===== src/rtl/alu_arbiter_if.sv =====
// ============================================================================
// Module      : alu_arbiter_pkg / alu_arbiter_if
// Description : Shared ALU types and the bundled requester, external-ALU and
//               response bus of the two-requester ALU arbiter.
//               The master modport is the environment side: requesters,
//               the external combinational ALU and the result consumer.
//               The slave modport is the arbiter side.
// Revision    : 1.0 - initial release
// ============================================================================
`default_nettype none

package alu_arbiter_pkg;

  typedef logic [31:0] word_t;

  typedef enum logic [2:0] {
    ALU_ADD = 3'd0,
    ALU_SUB = 3'd1,
    ALU_AND = 3'd2,
    ALU_OR  = 3'd3,
    ALU_XOR = 3'd4,
    ALU_SLL = 3'd5,
    ALU_SRL = 3'd6,
    ALU_SLT = 3'd7
  } alu_op_t;

endpackage

interface alu_arbiter_if #(
  parameter int TAG_W = 4
);
  import alu_arbiter_pkg::*;

  // Requester 0
  logic             req0_valid;
  logic             req0_ready;
  alu_op_t          req0_opcode;
  word_t            req0_op1;
  word_t            req0_op2;
  logic [TAG_W-1:0] req0_tag;

  // Requester 1
  logic             req1_valid;
  logic             req1_ready;
  alu_op_t          req1_opcode;
  word_t            req1_op1;
  word_t            req1_op2;
  logic [TAG_W-1:0] req1_tag;

  // Shared external ALU (combinational, outside the arbiter)
  alu_op_t          alu_opcode;
  word_t            alu_op1;
  word_t            alu_op2;
  word_t            alu_out;

  // Result channel
  logic             rsp_valid;
  logic             rsp_ready;
  word_t            rsp_data;
  logic             rsp_id;
  logic [TAG_W-1:0] rsp_tag;

  modport master (
    output req0_valid, req0_opcode, req0_op1, req0_op2, req0_tag,
    input  req0_ready,
    output req1_valid, req1_opcode, req1_op1, req1_op2, req1_tag,
    input  req1_ready,
    input  alu_opcode, alu_op1, alu_op2,
    output alu_out,
    input  rsp_valid, rsp_data, rsp_id, rsp_tag,
    output rsp_ready
  );

  modport slave (
    input  req0_valid, req0_opcode, req0_op1, req0_op2, req0_tag,
    output req0_ready,
    input  req1_valid, req1_opcode, req1_op1, req1_op2, req1_tag,
    output req1_ready,
    output alu_opcode, alu_op1, alu_op2,
    input  alu_out,
    output rsp_valid, rsp_data, rsp_id, rsp_tag,
    input  rsp_ready
  );

endinterface

`default_nettype wire


===== src/rtl/alu_arbiter.sv =====
// ============================================================================
// Module      : alu_arbiter
// Description : Arbitrates two requesters onto one shared combinational ALU
//               and captures the selected result in a one-entry output
//               register (EMPTY/FULL). Sustains one operation per cycle when
//               the consumer drains every cycle.
//               Build option: define ALU_ARBITER_RR_EN for round-robin
//               arbitration; otherwise requester 0 has fixed priority.
// Revision    : 1.0 - initial release
// ============================================================================
`default_nettype none

module alu_arbiter #(
  parameter int TAG_W = 4
) (
  input  wire logic   clk,
  input  wire logic   reset,
  alu_arbiter_if.slave bus
);

  typedef enum logic [0:0] {
    EMPTY = 1'b0,
    FULL  = 1'b1
  } state_t;

  state_t           state_q;
  logic [31:0]      data_q;
  logic             id_q;
  logic [TAG_W-1:0] tag_q;
  logic             last_q;   // id of the most recent grant

  logic w_can_accept;
  logic w_gnt_any;            // a handshake happens this cycle
  logic w_gnt_id;             // which requester would be granted
  logic w_sel;                // ALU input select, requester 0 when idle

  // Grant decision: one winner per cycle, only when the result slot frees up
  always_comb begin
    w_can_accept = (state_q == EMPTY) | bus.rsp_ready;
    w_gnt_any    = w_can_accept & ~reset & (bus.req0_valid | bus.req1_valid);
`ifdef ALU_ARBITER_RR_EN
    // Alternate when both request; a lone requester always wins.
    if (bus.req0_valid && bus.req1_valid) begin
      w_gnt_id = ~last_q;
    end else if (bus.req0_valid) begin
      w_gnt_id = 1'b0;
    end else if (bus.req1_valid) begin
      w_gnt_id = 1'b1;
    end else begin
      w_gnt_id = last_q;
    end
`else
    // Requester 0 always wins; the pointer only matters when nobody asks,
    // and then w_gnt_any is low so it never reaches a grant.
    if (bus.req0_valid) begin
      w_gnt_id = 1'b0;
    end else if (bus.req1_valid) begin
      w_gnt_id = 1'b1;
    end else begin
      w_gnt_id = last_q;
    end
`endif
    w_sel = w_gnt_any & w_gnt_id;
  end

  assign bus.req0_ready = w_gnt_any & ~w_gnt_id;
  assign bus.req1_ready = w_gnt_any &  w_gnt_id;

  // Operands pass straight through, untouched, from the selected requester
  assign bus.alu_opcode = w_sel ? bus.req1_opcode : bus.req0_opcode;
  assign bus.alu_op1    = w_sel ? bus.req1_op1    : bus.req0_op1;
  assign bus.alu_op2    = w_sel ? bus.req1_op2    : bus.req0_op2;

  // Response comes only from registers; reset masks a stale FULL immediately
  assign bus.rsp_valid  = (state_q == FULL) & ~reset;
  assign bus.rsp_data   = data_q;
  assign bus.rsp_id     = id_q;
  assign bus.rsp_tag    = tag_q;

  // Result register FSM: capture on handshake, drain on rsp_ready
  always_ff @(posedge clk) begin
    if (reset) begin
      state_q <= EMPTY;
      last_q  <= 1'b1;
      data_q  <= '0;
      id_q    <= 1'b0;
      tag_q   <= '0;
    end else begin
      case (state_q)
        EMPTY: begin
          if (w_gnt_any) begin
            state_q <= FULL;
          end
        end
        FULL: begin
          // A handshake in the same cycle as a drain keeps the slot full.
          if (!w_gnt_any && bus.rsp_ready) begin
            state_q <= EMPTY;
          end
        end
        default: state_q <= EMPTY;
      endcase

      if (w_gnt_any) begin
        data_q <= bus.alu_out;
        id_q   <= w_gnt_id;
        tag_q  <= w_gnt_id ? bus.req1_tag : bus.req0_tag;
        last_q <= w_gnt_id;
      end
    end
  end

endmodule

`default_nettype wire


===== src/flat_wrapper.sv =====
// flat-port wrapper written by rule: the top's interface ports become plain ports
module alu_arbiter_flat 
#(
  parameter int TAG_W = 4
)
  (clk, reset, bus_req0_valid, bus_req0_opcode, bus_req0_op1, bus_req0_op2, bus_req0_tag, bus_req0_ready, bus_req1_valid, bus_req1_opcode, bus_req1_op1, bus_req1_op2, bus_req1_tag, bus_req1_ready, bus_alu_opcode, bus_alu_op1, bus_alu_op2, bus_alu_out, bus_rsp_valid, bus_rsp_data, bus_rsp_id, bus_rsp_tag, bus_rsp_ready);
  alu_arbiter_if #(.TAG_W(TAG_W)) bus_i ();
  input  wire logic clk;
  input  wire logic reset;
  input wire logic [$bits(bus_i.req0_valid)-1:0] bus_req0_valid;
  input wire logic [$bits(bus_i.req0_opcode)-1:0] bus_req0_opcode;
  input wire logic [$bits(bus_i.req0_op1)-1:0] bus_req0_op1;
  input wire logic [$bits(bus_i.req0_op2)-1:0] bus_req0_op2;
  input wire logic [$bits(bus_i.req0_tag)-1:0] bus_req0_tag;
  output wire logic [$bits(bus_i.req0_ready)-1:0] bus_req0_ready;
  input wire logic [$bits(bus_i.req1_valid)-1:0] bus_req1_valid;
  input wire logic [$bits(bus_i.req1_opcode)-1:0] bus_req1_opcode;
  input wire logic [$bits(bus_i.req1_op1)-1:0] bus_req1_op1;
  input wire logic [$bits(bus_i.req1_op2)-1:0] bus_req1_op2;
  input wire logic [$bits(bus_i.req1_tag)-1:0] bus_req1_tag;
  output wire logic [$bits(bus_i.req1_ready)-1:0] bus_req1_ready;
  output wire logic [$bits(bus_i.alu_opcode)-1:0] bus_alu_opcode;
  output wire logic [$bits(bus_i.alu_op1)-1:0] bus_alu_op1;
  output wire logic [$bits(bus_i.alu_op2)-1:0] bus_alu_op2;
  input wire logic [$bits(bus_i.alu_out)-1:0] bus_alu_out;
  output wire logic [$bits(bus_i.rsp_valid)-1:0] bus_rsp_valid;
  output wire logic [$bits(bus_i.rsp_data)-1:0] bus_rsp_data;
  output wire logic [$bits(bus_i.rsp_id)-1:0] bus_rsp_id;
  output wire logic [$bits(bus_i.rsp_tag)-1:0] bus_rsp_tag;
  input wire logic [$bits(bus_i.rsp_ready)-1:0] bus_rsp_ready;
  assign bus_i.req0_valid = bus_req0_valid;
  assign bus_i.req0_opcode = bus_req0_opcode;
  assign bus_i.req0_op1 = bus_req0_op1;
  assign bus_i.req0_op2 = bus_req0_op2;
  assign bus_i.req0_tag = bus_req0_tag;
  assign bus_req0_ready = bus_i.req0_ready;
  assign bus_i.req1_valid = bus_req1_valid;
  assign bus_i.req1_opcode = bus_req1_opcode;
  assign bus_i.req1_op1 = bus_req1_op1;
  assign bus_i.req1_op2 = bus_req1_op2;
  assign bus_i.req1_tag = bus_req1_tag;
  assign bus_req1_ready = bus_i.req1_ready;
  assign bus_alu_opcode = bus_i.alu_opcode;
  assign bus_alu_op1 = bus_i.alu_op1;
  assign bus_alu_op2 = bus_i.alu_op2;
  assign bus_i.alu_out = bus_alu_out;
  assign bus_rsp_valid = bus_i.rsp_valid;
  assign bus_rsp_data = bus_i.rsp_data;
  assign bus_rsp_id = bus_i.rsp_id;
  assign bus_rsp_tag = bus_i.rsp_tag;
  assign bus_i.rsp_ready = bus_rsp_ready;
  alu_arbiter #(.TAG_W(TAG_W)) u_core (.clk(clk), .reset(reset), .bus(bus_i));
endmodule

===== config.mk =====
export PLATFORM = sky130hd
export DESIGN_NAME = alu_arbiter_flat
export DESIGN_NICKNAME = d
export VERILOG_FILES = /design/src/rtl/alu_arbiter_if.sv /design/src/rtl/alu_arbiter.sv /design/src/flat_wrapper.sv
export SDC_FILE = /design/constraint.sdc
export NUM_CORES = 1
export LEC_CHECK = 0
export CAP_MARGIN = 20
export CORE_AREA = 4 4 108 110
export CTS_CLUSTER_DIAMETER = 100
export DETAILED_ROUTE_END_ITERATION = 7
export DIE_AREA = 0 0 112 114
export PLACE_DENSITY = 0.7
export RECOVER_POWER = 50
export SLEW_MARGIN = 40
export SYNTH_ARGS = -nofsm -noshare
export SYNTH_HDL_FRONTEND = slang
export SYNTH_SLANG_ARGS = --single-unit

===== constraint.sdc =====
create_clock -name clk -period 3.2 [get_ports clk]
set_input_delay 0.64 -clock clk [delete_from_list [all_inputs] [get_ports clk]]
set_output_delay 0.64 -clock clk [all_outputs]
set_load 0.02 [all_outputs]

==> results of run 1 <==
-- stage by stage --
| stage | worst slack [ns] | hold slack, ns | area (sq um) |
|---|---|---|---|
| finish | 0.0270 | 0.470 | 5360 |
| global placement | -0.267 | 0.449 | 5410 |
| detailed placement | -0.271 | 0.457 | 5410 |
| floorplan | 0.666 | 0.436 | 2390 |
| CTS | -0.00275 | 0.474 | 5440 |
| global route | -0.00767 | 0.495 | 5360 |
-- layout by cell type (no fill, tap or decap), types with 2 or more instances in the layout --
master / n
buf_12: 2
buf_4: 8
clkbuf_2: 29
clkbuf_8: 6
clkdlybuf4s15_1: 35
clkdlybuf4s50_1: 179
dfxtp_1: 39
dlygate4sd2_1: 6
dlygate4sd3_1: 37
inv_1: 33
mux2_2: 59
mux2_4: 8
mux2i_1: 4
nor2b_1: 2
o211ai_1: 36
o21ai_0: 36
-- worst max-delay path: cells and delay by family --
family | cells | cell delay [ns]
buf+inv | 3 | 1.03
mux | 1 | 0.28
simple gates | 2 | 0.57
-- registers in the layout, summed over array words and instances (netlist names) --
name                 flops
u_core.bus.rsp_id        1
u_core.bus.rsp_data     32
u_core.last_q            1
u_core.bus.rsp_tag       4
u_core.state_q           1
-- power by group --
part | switching, W | internal [W]
sequential | 0.0000179 | 0.000522
combinational | 0.000287 | 0.000377
clock | 0.000172 | 0.000177
-- how the worst max path moves through the flow --
stage | slack, ns | endpoint | cells past startpoint | start
finish | 0.03 | bus_alu_op2[16] | 6 | bus_rsp_ready
CTS | -0.003 | bus_alu_op2[23] | 6 | bus_rsp_ready
global route | -0.008 | bus_alu_op2[26] | 6 | bus_rsp_ready
global placement | -0.27 | bus_alu_op1[5] | 6 | bus_rsp_ready
detailed placement | -0.27 | bus_alu_op2[23] | 6 | bus_rsp_ready
floorplan | 0.67 | bus_alu_op1[25] | 5 | bus_req0_valid
-- area by class of cell --
type                            instances  area [sq um]  share of cell area, %
Multi-Input combinational cell        155          1370                   25.5
Clock inverter                          1          8.76                  0.164
Timing Repair Buffer                  296          2810                   52.5
Antenna cell                            1          2.50                 0.0467
Clock buffer                            7          86.3                   1.61
Inverter                               34           128                   2.38
Tap cell                              140           175                   3.27
Sequential cell                        39           781                   14.6
-- kinds of logic (layout without fill, tap and decap cells) --
family / after synthesis / after routing / share of synthesized area (%)
AO/OA/AOI/OAI: 76 / 76 / 20.1
multiplexers: 71 / 71 / 34.6
buffers and inverters: 57 / 338 / 10.2
flip-flops: 39 / 39 / 32.7
AND/OR/NAND/NOR: 8 / 8 / 2.46
other: 0 / 1 / 0
-- metal layers --
metal	part of all wire, %	global-route usage, %	up-vias
met4	1.7	4.49	0
met2	51	33.2	142
met5	0	0	-
met3	8.8	5.94	12
li1	-	-	1459
met1	38	19.5	1377
==> metrics.md, run 1 <==
| Metric | Value |
|---|---|
| Power Density | `just under 300 nW/um^2` |
| Final ANT Viol Nets | `0` |
| Clk_skew | `0.00835 ns` |
| Post-synth top flop | `dfxtp_1` |
| Syn Inst Count | `between 200 and 300` |
| Synth top area share | `32.7%` |
| Clk buf depth | `2` |
| Worst Tran Pin Value | `0.685 ns` |
| Synth area leaders | `dfxtp_1, mux2_2, o211ai_1, o21ai_0, inv_1` |
| Net Count, Synth | `430` |
| Post-synth top area cell | `dfxtp_1` |
| CTS root buf | `clkbuf_8` |
| Post-CTS Setup Inserts | `0` |
| Post-route non-filler standard cell count | `673` |
| Input/output buffers | `285` |
| RSZ-0062 raised after global routing | `true` |
| Vias in the first global route | `approximately 3200` |
| Reg2Reg Depth | `5` |
| 1st-pass router iterations | `4` |
| Number of remaining DRC errors | `0` |
| Post-CTS sizing | `87` |
| Die height | `114 um` |
| Total length of routed wires | `12.3 mm` |
| H-tree depth | `2` |
| Critical path arrival | `between 2 and 3 ns` |
| Slowest cell on the critical path | `or4b_4` |
| Final core occ | `roughly half` |
| Seq cells post-synth | `39` |
| Hold Crit Depth | `2` |
| FF-to-FF Start | `u_core.state_q$_SDFF_PP0_` |
| Placed insts | `664` |
| Period Utilization, post-route | `approximately 100%` |
| Routability congestion estimate | `0.898` |
| First-pass GRT wire length | `18.0 mm` |
| CTS tree | `built` |
| Max-slew violation count | `0` |
| Latest clock arrival within the worst-skew pair | `0.29 ns` |
| Synth Cell Area | `~2400 sq um` |
| Vias after detailed routing | `2990` |
| Sequential area share after synthesis | `between 30% and 40%` |
| Final hold vios | `0` |
| I/O pin total | `286` |
| Fmax | `315 MHz` |
| Hold WC Path Type | `register to register` |
| Crit path kind | `primary input to output port` |
| Max_slew headroom | `54.4%` |
| Count leader, synth | `mux2_2` |
| Layout cell share with drive strength beyond 1 | `21.8%` |
| Mapped Avg Cell Area | `9.51 sq um` |
| Post-synth EDFFs | `0` |
| Most instantiated cells after synthesis | `mux2_2, dfxtp_1, o211ai_1, o21ai_0, inv_1` |
| CP startpoint kind | `primary input` |
| Worst-path cell chain | `clkdlybuf4s50_1, nor2b_4, or4b_4, buf_12, mux2_2, dlygate4sd2_1` |
| Maximum vdd drop | `0.240 mV` |
| Hold endpoint | `u_core.bus.rsp_id$_SDFFE_PP0P_` |
| FF-to-FF End | `u_core.last_q$_SDFFE_PP1P_` |
| CTS Sinks | `39` |
| Yosys Warn Count | `0` |
| Dpl hpwl | `10.1 mm` |
| Crit path required time | `between 2 and 3 ns` |
| Layout Nets | `710` |
| Hold path start | `u_core.bus.rsp_id$_SDFFE_PP0P_` |
| CP endpoint kind | `output port` |
| Post-synthesis cell type count | `22` |
| Final Critical Period | `3.17 ns` |
| Grt total ovfl | `0` |
| Die area | `12800 sq um` |
| Hold Buf Count CTS | `0` |
| Fill cells | `1032` |
| Drt wl/cell | `roughly 18 um` |
| Clk pin slew, worst setup/hold paths | `0.07 ns` |
| Row cnt | `38` |
| DR iter-0 viols | `131` |
| Total power | `0.00155 W` |
| Final setup viols | `0` |
| Core area | `10700 sq um` |
| GR Util All Layers | `between 15 and 20%` |
| CP max FO | `29` |
| Initial antenna violation count | `1` |
| Status | `finished, final reports clean` |
| Initial core utilization | `22.3%` |
| Num CTS Buffers | `5` |
| Max Cap Viol | `0` |
| Share of flip-flops with an asynchronous set or reset | `0%` |
| Sum of negative setup slack | `0 ns` |
| Vias per cell | `4.44` |
| Die Wd | `between 100 and 150 um` |
| Crit path largest cell delay | `0.52 ns` |
| FF-to-FF setup slack | `1.14 ns` |
| Largest net degree at the start of global routing | `41` |
| Leak | `2.31 nW` |
| Area Growth Syn to Fin | `124%` |
Power figures use the tool's default switching activity.
==> run 2: changes to the inputs <==
GPL_TIMING_DRIVEN = 0   (was default)
==> metrics.md, run 2 (synthesized netlist as in run 1, its figures left out) <==
| Metric | Value |
|---|---|
| Total length of routed wires | `12.4 mm` |
| Total power | `0.00165 W` |
| GR Util All Layers | `18.3%` |
| Core area | `10700 sq um` |
| I/O pin total | `approximately 290` |
| CTS Sinks | `39` |
| Die Wd | `112 um` |
| Layout cell share with drive strength beyond 1 | `20.4%` |
| Final hold vios | `0` |
| RSZ-0062 raised after global routing | `false` |
| Area Growth Syn to Fin | `130%` |
| Crit path required time | `around 2.6 ns` |
| Input/output buffers | `about 290` |
| Final core occ | `51.4%` |
| Die height | `114 um` |
| Sequential Area | `781 sq um` |
| Num CTS Buffers | `5` |
| Final setup viols | `0` |
| Most frequent cells in the layout | `clkdlybuf4s50_1, mux2_2, dfxtp_1` |
| Vias per cell | `4.41` |
| Critical path arrival | `2.43 ns` |
| DR iter-0 viols | `76` |
| Clk_skew | `0.0122 ns` |
| Clk buf depth | `2` |
| Placed Area | `5410 sq um` |
| Period Utilization, post-route | `95.9%` |
| CP endpoint kind | `output port` |
| Hold Buf Count CTS | `0` |
| Final Critical Period | `3.07 ns` |
| Initial core utilization | `22.3%` |
| FF-to-FF setup slack | `1.45 ns` |
| Crit path kind | `primary input to output port` |
| Max-slew violation count | `0` |
| Power Density | `300 nW/um^2` |
| Fmax | `around 330 MHz` |
| Dpl hpwl | `10.5 mm` |
| Status | `finished, final reports clean` |
| Latest clock arrival within the worst-skew pair | `0.29 ns` |
| Row cnt | `38` |
| Placed insts | `676` |
| Layout Nets | `722` |
| Drt wl/cell | `18.0 um` |
| Vias after detailed routing | `about 3000` |
| Grt total ovfl | `0` |
| Worst Tran Pin Value | `0.551 ns` |
| 1st-pass router iterations | `4` |
| CP max FO | `10` |
| Maximum vdd drop | `0.224 mV` |
| CTS root buf | `clkbuf_8` |
| Vias in the first global route | `3229` |
| Max Cap Viol | `0` |
| Post-route non-filler standard cell count | `around 700` |
| Most common cell after layout, fill and taps aside | `clkdlybuf4s50_1` |
| Final ANT Viol Nets | `0` |
| Fill cells | `1033` |
| Routability congestion estimate | `0.913` |
| Hold WC Path Type | `register to register` |
| Initial antenna violation count | `1` |
| Die area | `12800 sq um` |
| CTS tree | `built` |
| Clk pin slew, worst setup/hold paths | `0.07 ns` |
| Design area | `5490 sq um` |
| CP startpoint kind | `primary input` |
| Max_slew headroom | `a little over three fifths` |
| Largest net degree at the start of global routing | `14` |
| Sum of negative setup slack | `0 ns` |
| Leak | `2.32 nW` |
| First-pass GRT wire length | `18.3 mm` |
| Multi-input gate area | `about 1400 sq um` |
| Number of remaining DRC errors | `0` |
| H-tree depth | `2` |
| Max reg flops | `32` |
-- run 2: cell type report --
| type | count | area share (%) |
|---|---|---|
| Inverter | 34 | 2.32 |
| Antenna cell | 1 | 0.0455 |
| Sequential cell | 39 | 14.2 |
| Buffer | 23 | 2.19 |
| Multi-Input combinational cell | 155 | 24.6 |
| Clock inverter | 2 | 0.706 |
| Timing Repair Buffer | 285 | 51.2 |
| Clock buffer | 6 | 1.50 |
| Tap cell | 140 | 3.19 |
-- run 2: where the power goes --
group	switching, W	total [W]	internal [W]
combinational	0.000287	0.000670	0.000383
clock	0.000182	0.000438	0.000257
sequential	0.0000191	0.000541	0.000522
-- run 2: critical path, cell delays in order --
cell             delay [ns]
dlygate4sd2_1          0.31
or4b_1                 0.54
buf_6                  0.16
buf_2                  0.19
mux2_2                 0.29
clkdlybuf4s15_1        0.29
-- run 2: worst paths after layout --
path,startpoint,to,cells after the start
worst max-delay path,reset,bus_alu_op2[16],6
worst min-delay path,u_core.bus.rsp_id$_SDFFE_PP0P_,u_core.bus.rsp_id$_SDFFE_PP0P_,2
worst max register to register,u_core.state_q$_SDFF_PP0_,u_core.bus.rsp_data[10]$_SDFFE_PP0P_,5
worst min register to register,u_core.bus.rsp_id$_SDFFE_PP0P_,u_core.bus.rsp_id$_SDFFE_PP0P_,2
-- run 2: routing by layer --
metal / track usage (%) / vias to the layer above / wire [um]
li1: - / 1477 / -
met1: 20.8 / 1385 / 4720
met2: 34.2 / 152 / 6400
met3: 5.20 / 10 / 1070
met4: 3.45 / 0 / 161
met5: 0 / - / 0
-- run 2: stage by stage --
| step | setup WS [ns] | hold WS (ns) |
|---|---|---|
| after floorplan | 0.666 | 0.436 |
| after global placement | -0.482 | 0.447 |
| after detailed placement | -0.492 | 0.453 |
| after CTS | 0.138 | 0.472 |
| after global routing | 0.0614 | 0.479 |
| final | 0.131 | 0.471 |
-- run 2: repair_timing --
action | CTS | global route
setup endpoints to repair | 69 | 0
buffers inserted | 0 | 0
resized for setup | 165 | 0
